==> config.mk <==
export PLATFORM = sky130hd
export DESIGN_NAME = fp_mul_core_flat
export DESIGN_NICKNAME = d
export VERILOG_FILES = /design/src/rtl/fp_pkg.sv /design/src/rtl/fp_mul_core_if.sv /design/src/rtl/fp_unpack.sv /design/src/rtl/fp_mul_core.sv /design/src/flat_wrapper.sv
export SDC_FILE = /design/constraint.sdc
export NUM_CORES = 1
export LEC_CHECK = 0
export BUFFER_PORTS_ARGS = -buffer_cell sky130_fd_sc_hd__buf_2
export CORE_MARGIN = 5
export CORE_UTILIZATION = 61
export CTS_CLUSTER_DIAMETER = 120
export DETAILED_ROUTE_END_ITERATION = 10
export GPL_ROUTABILITY_DRIVEN = 0
export GPL_TIMING_DRIVEN = 0
export PLACE_DENSITY = 0.81
export SLEW_MARGIN = 20
export SYNTH_ARGS = -nofsm -noshare
export SYNTH_HDL_FRONTEND = slang
export SYNTH_SLANG_ARGS = --single-unit
==> constraint.sdc <==
create_clock -name clk -period 14.25 [get_ports clk]
set_input_delay 4.275 -clock clk [delete_from_list [all_inputs] [get_ports clk]]
set_output_delay 4.275 -clock clk [all_outputs]
set_load 0.02 [all_outputs]
==> src/rtl/fp_pkg.sv <==
// Shared types and constants for the single-precision multiplier slice:
// FSM state encoding, IEEE-754 field constants, status flag bundle.
package fp_pkg;

    typedef enum logic [2:0] {
        IDLE   = 3'd0,
        UNPACK = 3'd1,
        MULT   = 3'd2,
        NORM   = 3'd3,
        ROUND  = 3'd4,
        DONE   = 3'd5
    } state_t;

    localparam int          EXP_BIAS = 127;
    localparam int          MANT_W   = 24;
    localparam int          EXP_W    = 10;
    localparam logic [31:0] QNAN     = 32'h7FC00000;

    typedef struct packed {
        logic of;
        logic uf;
        logic nanf;
        logic inff;
        logic dnf;
        logic zf;
    } fp_flags_t;

    function automatic logic [31:0] fp_pack(input logic sign, input logic [7:0] exp,
                                            input logic [22:0] frac);
        return {sign, exp, frac};
    endfunction

endpackage

==> src/rtl/fp_mul_core_if.sv <==
// Start/operand/result bundle between the FP multiplier wrapper (master)
// and fp_mul_core (slave).
interface fp_mul_core_if;
    logic        start;
    logic [31:0] op_a;
    logic [31:0] op_b;
    logic        done;
    logic [31:0] p;
    logic        of;
    logic        uf;
    logic        nanf;
    logic        inff;
    logic        dnf;
    logic        zf;

    modport master (output start, op_a, op_b,
                    input  done, p, of, uf, nanf, inff, dnf, zf);
    modport slave  (input  start, op_a, op_b,
                    output done, p, of, uf, nanf, inff, dnf, zf);
endinterface

==> src/rtl/fp_unpack.sv <==
// Splits a single-precision word into fields and classifies it.
// Denormals are flushed: their mantissa comes out as zero.
module fp_unpack
    import fp_pkg::*;
(
    input  logic [31:0]       word,
    output logic              sign,
    output logic [7:0]        exp,
    output logic [MANT_W-1:0] mant,
    output logic              is_zero,
    output logic              is_dn,
    output logic              is_inf,
    output logic              is_nan
);

    logic frac_nz_s;

    // Field extraction and operand classification
    always_comb begin
        sign      = word[31];
        exp       = word[30:23];
        frac_nz_s = (word[22:0] != 23'd0);
        is_zero   = (exp == 8'd0) && !frac_nz_s;
        is_dn     = (exp == 8'd0) && frac_nz_s;
        is_inf    = (exp == 8'hFF) && !frac_nz_s;
        is_nan    = (exp == 8'hFF) && frac_nz_s;
        if (exp == 8'd0) begin
            mant = 24'd0;
        end else begin
            mant = {1'b1, word[22:0]};
        end
    end

endmodule

==> src/rtl/fp_mul_core.sv <==
// Multi-cycle IEEE-754 single-precision multiplier: shift-add mantissa
// product (R bits per cycle), normalize, round-to-nearest-even, fixed latency.
module fp_mul_core
    import fp_pkg::*;
#(
    parameter int R = 1
) (
    input  logic         clk,
    input  logic         rst,
    fp_mul_core_if.slave bus
);

    localparam logic [4:0] MULT_CYC = 5'(MANT_W / R);

    state_t             state_q, state_d;
    logic [4:0]         cnt_q, cnt_d;
    logic [31:0]        a_q, a_d, b_q, b_d;
    logic               sign_q, sign_d;
    logic signed [EXP_W-1:0] exp_q, exp_d;
    logic [47:0]        mcand_q, mcand_d, acc_q, acc_d;
    logic [23:0]        mplier_q, mplier_d;
    logic [22:0]        mant_q, mant_d;
    logic               guard_q, guard_d, sticky_q, sticky_d;
    logic               nan_q, nan_d, inf_q, inf_d, zero_q, zero_d, dn_q, dn_d;
    logic [31:0]        p_q, p_d;
    fp_flags_t          flags_q, flags_d;
    logic               done_q, done_d;

    logic               ua_sign_s, ub_sign_s;
    logic [7:0]         ua_exp_s, ub_exp_s;
    logic [23:0]        ua_mant_s, ub_mant_s;
    logic               ua_zero_s, ua_dn_s, ua_inf_s, ua_nan_s;
    logic               ub_zero_s, ub_dn_s, ub_inf_s, ub_nan_s;
    logic [47:0]        pp_s;
    logic [23:0]        rnd_s;
    logic signed [EXP_W-1:0] exp_r_s;

    fp_unpack u_unpack_a (
        .word(a_q), .sign(ua_sign_s), .exp(ua_exp_s), .mant(ua_mant_s),
        .is_zero(ua_zero_s), .is_dn(ua_dn_s), .is_inf(ua_inf_s), .is_nan(ua_nan_s)
    );

    fp_unpack u_unpack_b (
        .word(b_q), .sign(ub_sign_s), .exp(ub_exp_s), .mant(ub_mant_s),
        .is_zero(ub_zero_s), .is_dn(ub_dn_s), .is_inf(ub_inf_s), .is_nan(ub_nan_s)
    );

    // Next-state and datapath computation for every register
    always_comb begin
        state_d  = state_q;
        cnt_d    = cnt_q;
        a_d      = a_q;
        b_d      = b_q;
        sign_d   = sign_q;
        exp_d    = exp_q;
        mcand_d  = mcand_q;
        mplier_d = mplier_q;
        acc_d    = acc_q;
        mant_d   = mant_q;
        guard_d  = guard_q;
        sticky_d = sticky_q;
        nan_d    = nan_q;
        inf_d    = inf_q;
        zero_d   = zero_q;
        dn_d     = dn_q;
        p_d      = p_q;
        flags_d  = flags_q;
        done_d   = 1'b0;
        pp_s     = 48'd0;
        rnd_s    = 24'd0;
        exp_r_s  = exp_q;
        case (state_q)
            IDLE: begin
                if (bus.start) begin
                    a_d     = bus.op_a;
                    b_d     = bus.op_b;
                    state_d = UNPACK;
                end else begin
                    state_d = IDLE;
                end
            end
            UNPACK: begin
                sign_d   = ua_sign_s ^ ub_sign_s;
                exp_d    = {2'b00, ua_exp_s} + {2'b00, ub_exp_s} - 10'(EXP_BIAS);
                mcand_d  = {24'd0, ua_mant_s};
                mplier_d = ub_mant_s;
                acc_d    = 48'd0;
                cnt_d    = MULT_CYC;
                // A flushed denormal behaves as zero for inf x zero
                nan_d    = ua_nan_s | ub_nan_s
                         | (ua_inf_s & (ub_zero_s | ub_dn_s))
                         | (ub_inf_s & (ua_zero_s | ua_dn_s));
                inf_d    = ua_inf_s | ub_inf_s;
                zero_d   = ua_zero_s | ua_dn_s | ub_zero_s | ub_dn_s;
                dn_d     = ua_dn_s | ub_dn_s;
                state_d  = MULT;
            end
            MULT: begin
                for (int i = 0; i < R; i++) begin
                    if (mplier_q[i]) begin
                        pp_s = pp_s + (mcand_q << i);
                    end else begin
                        pp_s = pp_s;
                    end
                end
                acc_d    = acc_q + pp_s;
                mcand_d  = mcand_q << R;
                mplier_d = mplier_q >> R;
                cnt_d    = cnt_q - 5'd1;
                if (cnt_q == 5'd1) begin
                    state_d = NORM;
                end else begin
                    state_d = MULT;
                end
            end
            NORM: begin
                if (acc_q[47]) begin
                    exp_d    = exp_q + 10'sd1;
                    mant_d   = acc_q[46:24];
                    guard_d  = acc_q[23];
                    sticky_d = |acc_q[22:0];
                end else begin
                    mant_d   = acc_q[45:23];
                    guard_d  = acc_q[22];
                    sticky_d = |acc_q[21:0];
                end
                state_d = ROUND;
            end
            ROUND: begin
                // Carry-out leaves rnd_s[22:0] at zero, which is the cleared mantissa
                rnd_s   = {1'b0, mant_q} + {23'd0, guard_q & (sticky_q | mant_q[0])};
                exp_r_s = rnd_s[23] ? exp_q + 10'sd1 : exp_q;
                flags_d = '0;
                flags_d.dnf = dn_q;
                if (nan_q) begin
                    p_d = QNAN;
                    flags_d.nanf = 1'b1;
                end else if (inf_q) begin
                    p_d = fp_pack(sign_q, 8'hFF, 23'd0);
                    flags_d.inff = 1'b1;
                end else if (zero_q) begin
                    p_d = fp_pack(sign_q, 8'h00, 23'd0);
                    flags_d.zf = 1'b1;
                end else if (exp_r_s >= 10'sd255) begin
                    p_d = fp_pack(sign_q, 8'hFF, 23'd0);
                    flags_d.of   = 1'b1;
                    flags_d.inff = 1'b1;
                end else if (exp_r_s <= 10'sd0) begin
                    p_d = fp_pack(sign_q, 8'h00, 23'd0);
                    flags_d.uf = 1'b1;
                    flags_d.zf = 1'b1;
                end else begin
                    p_d = fp_pack(sign_q, exp_r_s[7:0], rnd_s[22:0]);
                end
                done_d  = 1'b1;
                state_d = DONE;
            end
            DONE: begin
                state_d = IDLE;
            end
            default: begin
                state_d = IDLE;
            end
        endcase
    end

    // State and datapath registers with asynchronous reset
    always_ff @(posedge clk or posedge rst) begin
        if (rst) begin
            state_q  <= IDLE;
            cnt_q    <= 5'd0;
            a_q      <= 32'd0;
            b_q      <= 32'd0;
            sign_q   <= 1'b0;
            exp_q    <= 10'sd0;
            mcand_q  <= 48'd0;
            mplier_q <= 24'd0;
            acc_q    <= 48'd0;
            mant_q   <= 23'd0;
            guard_q  <= 1'b0;
            sticky_q <= 1'b0;
            nan_q    <= 1'b0;
            inf_q    <= 1'b0;
            zero_q   <= 1'b0;
            dn_q     <= 1'b0;
            p_q      <= 32'd0;
            flags_q  <= '0;
            done_q   <= 1'b0;
        end else begin
            state_q  <= state_d;
            cnt_q    <= cnt_d;
            a_q      <= a_d;
            b_q      <= b_d;
            sign_q   <= sign_d;
            exp_q    <= exp_d;
            mcand_q  <= mcand_d;
            mplier_q <= mplier_d;
            acc_q    <= acc_d;
            mant_q   <= mant_d;
            guard_q  <= guard_d;
            sticky_q <= sticky_d;
            nan_q    <= nan_d;
            inf_q    <= inf_d;
            zero_q   <= zero_d;
            dn_q     <= dn_d;
            p_q      <= p_d;
            flags_q  <= flags_d;
            done_q   <= done_d;
        end
    end

    assign bus.done = done_q;
    assign bus.p    = p_q;
    assign bus.of   = flags_q.of;
    assign bus.uf   = flags_q.uf;
    assign bus.nanf = flags_q.nanf;
    assign bus.inff = flags_q.inff;
    assign bus.dnf  = flags_q.dnf;
    assign bus.zf   = flags_q.zf;

endmodule

==> src/flat_wrapper.sv <==
// flat-port wrapper written by rule: the top's interface ports become plain ports
module fp_mul_core_flat import fp_pkg::*;
#(
    parameter int R = 1
)
  (clk, rst, bus_start, bus_op_a, bus_op_b, bus_done, bus_p, bus_of, bus_uf, bus_nanf, bus_inff, bus_dnf, bus_zf);
  fp_mul_core_if bus_i ();
  input  logic clk;
  input  logic rst;
  input wire logic [$bits(bus_i.start)-1:0] bus_start;
  input wire logic [$bits(bus_i.op_a)-1:0] bus_op_a;
  input wire logic [$bits(bus_i.op_b)-1:0] bus_op_b;
  output wire logic [$bits(bus_i.done)-1:0] bus_done;
  output wire logic [$bits(bus_i.p)-1:0] bus_p;
  output wire logic [$bits(bus_i.of)-1:0] bus_of;
  output wire logic [$bits(bus_i.uf)-1:0] bus_uf;
  output wire logic [$bits(bus_i.nanf)-1:0] bus_nanf;
  output wire logic [$bits(bus_i.inff)-1:0] bus_inff;
  output wire logic [$bits(bus_i.dnf)-1:0] bus_dnf;
  output wire logic [$bits(bus_i.zf)-1:0] bus_zf;
  assign bus_i.start = bus_start;
  assign bus_i.op_a = bus_op_a;
  assign bus_i.op_b = bus_op_b;
  assign bus_done = bus_i.done;
  assign bus_p = bus_i.p;
  assign bus_of = bus_i.of;
  assign bus_uf = bus_i.uf;
  assign bus_nanf = bus_i.nanf;
  assign bus_inff = bus_i.inff;
  assign bus_dnf = bus_i.dnf;
  assign bus_zf = bus_i.zf;
  fp_mul_core #(.R(R)) u_core (.clk(clk), .rst(rst), .bus(bus_i));
endmodule
# After elaboration in Yosys (flattened, before gate mapping)
# Cells that the tools add are included.
# classes
order_cmp,2
n_addsub,6
n_eq_ne,8
muxes,36
n_reduce_logical,21
bitwise_logic,14
# op_table
operator,n
48-bit one-hot mux with 2 select lines,2
31-bit two-way mux,4
48-bit two-way mux,2
48-bit adder,1
24-bit two-way mux,2
24-bit one-hot mux with 2 select lines,1
23-bit nonzero test,2
32-bit two-way mux,1
23-bit by 1-bit adder with 24-bit output,1
23-bit two-way mux,1
23-bit OR reduction,1
22-bit OR reduction,1
10-bit two-way mux,2
10-bit one-hot mux with 2 select lines,1
8-bit equality test (second input constant),2
8-bit logical NOT,2
1-bit two-way mux,15
3-bit one-hot mux with 5 select lines,1
10-bit by 2-bit adder with 10-bit output (second input constant),1
10-bit by 9-bit greater-or-equal comparator with 1-bit output (second input constant),1
10-bit by 1-bit <= comparator with 1-bit output (second input constant),1
1-bit OR,10
5-bit one-hot mux with 2 select lines,1
10-bit by 7-bit subtractor with 10-bit output (second input constant),1
other kinds (15),30
# totals
elab_cells,111
reg_bits,271
out_inout_bits,39

# Depth between registers and ports, before layout
# logic_depth
ltp_word,10
ltp_mapped,15
ltp_nobuf,14

# Cells and area by module
# A second synthesis with hierarchy kept.
# unflattened
hier_cells,1686
hier_area_um2,15640.0
# modules_own_cells
module,n_inst,area_each_um2,cells_per_inst,seq_area_each_um2
fp_mul_core,1,14904.3,1578,6781.5
fp_unpack,2,367.9,54,0.0

# Worst setup path before layout
# No wires, ideal clock.
# synth_path
path_kind,input to register
from,input port bus_start
to,register u_core.a_q[0]
path_stages,4
setup_slack_ns,8.619
required_time_ns,14.125
setup_ns,0.125
arrival_ns,5.506
cell_sequence,nor4b_1 clkbuf_1 clkbuf_1 mux2_2
# synth_between
elab_chain_len,1
# synth_rtl
element,line,rtl
"start, declared",flat_wrapper.sv:10,input wire logic [$bits(bus_i.start)-1:0] bus_start;
2-bit AND reduction (no line),-,
"end signal, assigned",fp_mul_core.sv:172,a_q <= 32'd0;
"end signal, assigned",fp_mul_core.sv:192,a_q <= a_d;
"end, declared",fp_mul_core.sv:17,"logic [31:0] a_q, a_d, b_q, b_d;"
# No other way between the ends.
# A chain may end at the register's enable or synchronous reset.

# Final worst setup path
# layout_path
from,input port bus_start
to,register u_core.b_q[8]
# layout_between
elab_chain_len,1
# layout_rtl
element,line,rtl
2-bit AND reduction (no line),-,
"end signal, assigned",fp_mul_core.sv:173,b_q <= 32'd0;
"end signal, assigned",fp_mul_core.sv:193,b_q <= b_d;
"end, declared",fp_mul_core.sv:17,
# No other way between the ends.

==> flow_summary.json <==
{
  "start_kind": "primary input",
  "synth_edf_count": 0,
  "grt_start_max_net_pins": 82,
  "regArea_mm2": 0.00678,
  "fin_skew_ps": 17.0,
  "worstPathRequired_ps": 14690,
  "postSynthAreaPerCell_um2": 9.64,
  "r2r-end": "u_core.acc_q[44]",
  "placementRows": 57,
  "yosysUniqueCellTypes": 74,
  "syn_nets": 1669,
  "port_buffers": 105,
  "die_area_mm2": 0.0275,
  "grt_antenna_before_repair": 0,
  "path_depth": 5,
  "die_h_um": 166,
  "start_util_pct": 61.5,
  "post_cts_buffers": 0,
  "path_cells": "buf_2 > nor4b_1 > clkbuf_1 > clkbuf_1 > mux2_2",
  "min_path_type": "reg -> reg",
  "crit_path_end_kind": "register",
  "cts_root_buf": "clkbuf_16",
  "cts.hold.buffers_added": 0,
  "drt_pre_antenna_iters": 5,
  "r2r-start": "u_core.mplier_q[0]",
  "whs_path_depth": 2,
  "hold_viol": 0,
  "status": "finished, final reports clean",
  "cap_viol_max_count": 0,
  "antenna_cells": 0,
  "cts_resized": 0,
  "cp_common_cell": "clkbuf_1",
  "clockBufferDepth": 3,
  "hold_path.startpoint": "u_core.bus.p[8]",
  "setup_viol": 0,
  "drc": 0,
  "grt_pass1_wl_um": 59900,
  "worstHoldEndpoint": "u_core.bus.p[8]",
  "grt_pass1_vias": 12100,
  "path_max_fanout": 10,
  "synthesis.area_mm2": 0.0148,
  "reg2reg_slack_ps": 9540,
  "io_pins": 106,
  "grt_usage_pct": 25.5,
  "drtIter0Drc": 993,
  "syn_to_final_growth_pct": 14.0,
  "r2r_cells": 15,
  "drive_above_1_share_pct": 14.3,
  "min_period_ps": 5910,
  "ys_warn_count": 0,
  "pwr_density_cell_mw_per_mm2": 237,
  "cp.arrival_ps": 6350,
  "slew_violations": 0,
  "tritoncts": "done",
  "irDropWorstVdd_v": 0.000147,
  "die_w_um": 166,
  "place_hpwl_um": 26400,
  "vias": 12300,
  "critPathBufInv": 3,
  "clk_transition_reported_paths_ps": 60,
  "critPathMaxStageDelay_ps": 690,
  "clkSinkCount": 271,
  "critPathKind": "in -> reg",
  "synth-seq-cells": 271,
  "slowest_stage": "clkbuf_1",
  "final_util_pct": 70.1,
  "htreeDepth": 1,
  "rsz0062_at_grt": "false",
  "grt-ovfl-total": 0,
  "ys_async_sr_fraction_pct": 100,
  "numCtsBuffers": 29,
  "wire_per_inst_um": 17.9,
  "clk_latency_ps": 560,
  "final_cell_mix": "271 x dfrtp_1, 187 x nand2_1, 106 x buf_2",
  "path_delay_family": "buffers and inverters",
  "p_leak_uw": 0.00763,
  "core-area_mm2": 0.0241,
  "fin_nets": 1808,
  "routed_via_density": 6.07,
  "timing.final.crit_share_pct": 41.5,
  "antenna_left": 0,
  "timing.fmax_ghz": 0.169,
  "placed_area_mm2": 0.0159,
  "syn_inst": 1539,
  "ys.flop_type": "dfrtp_1",
  "multi_input_area_mm2": 0.00749,
  "slew-limit-headroom_pct": 23.3,
  "tightestPinTransition_ps": 1140,
  "finalInstanceArea_mm2": 0.0169,
  "fillers": 1866,
  "ys_seq_area_share_pct": 45.7,
  "wl_um": 36200,
  "layout_commonest_cell": "dfrtp_1"
}
-- logic make-up (layout without fill, tap and decap cells) --
kind of cell,after synthesis,in the layout,share of synthesized area (%)
xor gates and xnor gates,88,88,5.20
buffers and inverters,145,307,3.80
AOI/OAI and AO/OA,375,375,16.8
adders and majority gates,63,63,5.41
DFF,271,271,45.7
and+or+nand+nor,506,506,16.4
muxes,91,91,6.69
-- registers in the layout, indices dropped and copies added (netlist names), 3 cells and up --
| name | count |
|---|---|
| u_core.a_q | 32 |
| u_core.acc_q | 48 |
| u_core.b_q | 32 |
| u_core.bus.p | 32 |
| u_core.cnt_q | 5 |
| u_core.exp_q | 10 |
| u_core.mant_q | 23 |
| u_core.mcand_q | 48 |
| u_core.mplier_q | 24 |
| u_core.state_q | 3 |
-- power breakdown --
group | switching, uW | internal (uW) | leakage, uW
clock network | 314 | 503 | 0.000522
logic | 1080 | 724 | 0.00369
registers | 290 | 1100 | 0.00342
-- through the flow --
step / power, uW / setup TNS (ps) / hold WS, ps / setup WS, ps / instances
3_5_place_dp: 3160 / 0 / 459 / 7750 / 1971
5_1_grt: 4290 / 0 / 498 / 8290 / 2025
2_1_floorplan: 2660 / 0 / 439 / 2510 / 1539
4_1_cts: 4000 / 0 / 481 / 8340 / 2025
6_report: 4010 / 0 / 477 / 8340 / 2025
3_3_place_gp: 3070 / -15600 / 452 / -82.5 / 1968
-- worst max-delay path by stage --
stage | start | end | slack (ps)
3_3_place_gp | rst | u_core.b_q[13] | -80
2_1_floorplan | rst | u_core.a_q[0] | 2510
3_5_place_dp | bus_start | u_core.b_q[21] | 7750
5_1_grt | bus_start | u_core.b_q[28] | 8290
4_1_cts | bus_start | u_core.b_q[21] | 8340
6_report | bus_start | u_core.b_q[8] | 8340
-- Yosys cell counts, types with 36 or more instances --
cell	number	share of area [%]
inv_1	55	1.4
nand2_1	187	4.7
ha_1	61	5.1
mux2_2	65	4.9
nor2_1	89	2.3
a21oi_1	63	2.1
o21ai_0	102	3.4
xnor2_1	54	3.2
a31oi_1	36	1.5
and2_1	50	2.1
dfrtp_1	271	46
clkbuf_1	80	2.0
nand3_1	57	1.9
-- layer usage --
layer  part of all wire [%]  track usage (%)  vias up
li1                       -                -     5815
met1                     41             33.1     5987
met2                     50             44.5      417
met3                    6.2             3.81       74
met4                    3.2             8.00        0
met5                      0                0        -
-- worst min-delay path, stage by stage (launching register included) --
cell     delay, ps
dfrtp_1        330
nand2_1         50
o21ai_1         60
-- area by class of cell --
type                    instances  area share (%)
multi-input cells            1123            44.3
flip-flops and latches        271            40.1
clock buffers                  41            4.97
repair buffers                108            3.60
well taps                     324            2.40
plain buffers                  90            2.11
inverters                      55            1.27
clock inverters                13            1.26
No activity file was read; power rests on OpenSTA's default activity.
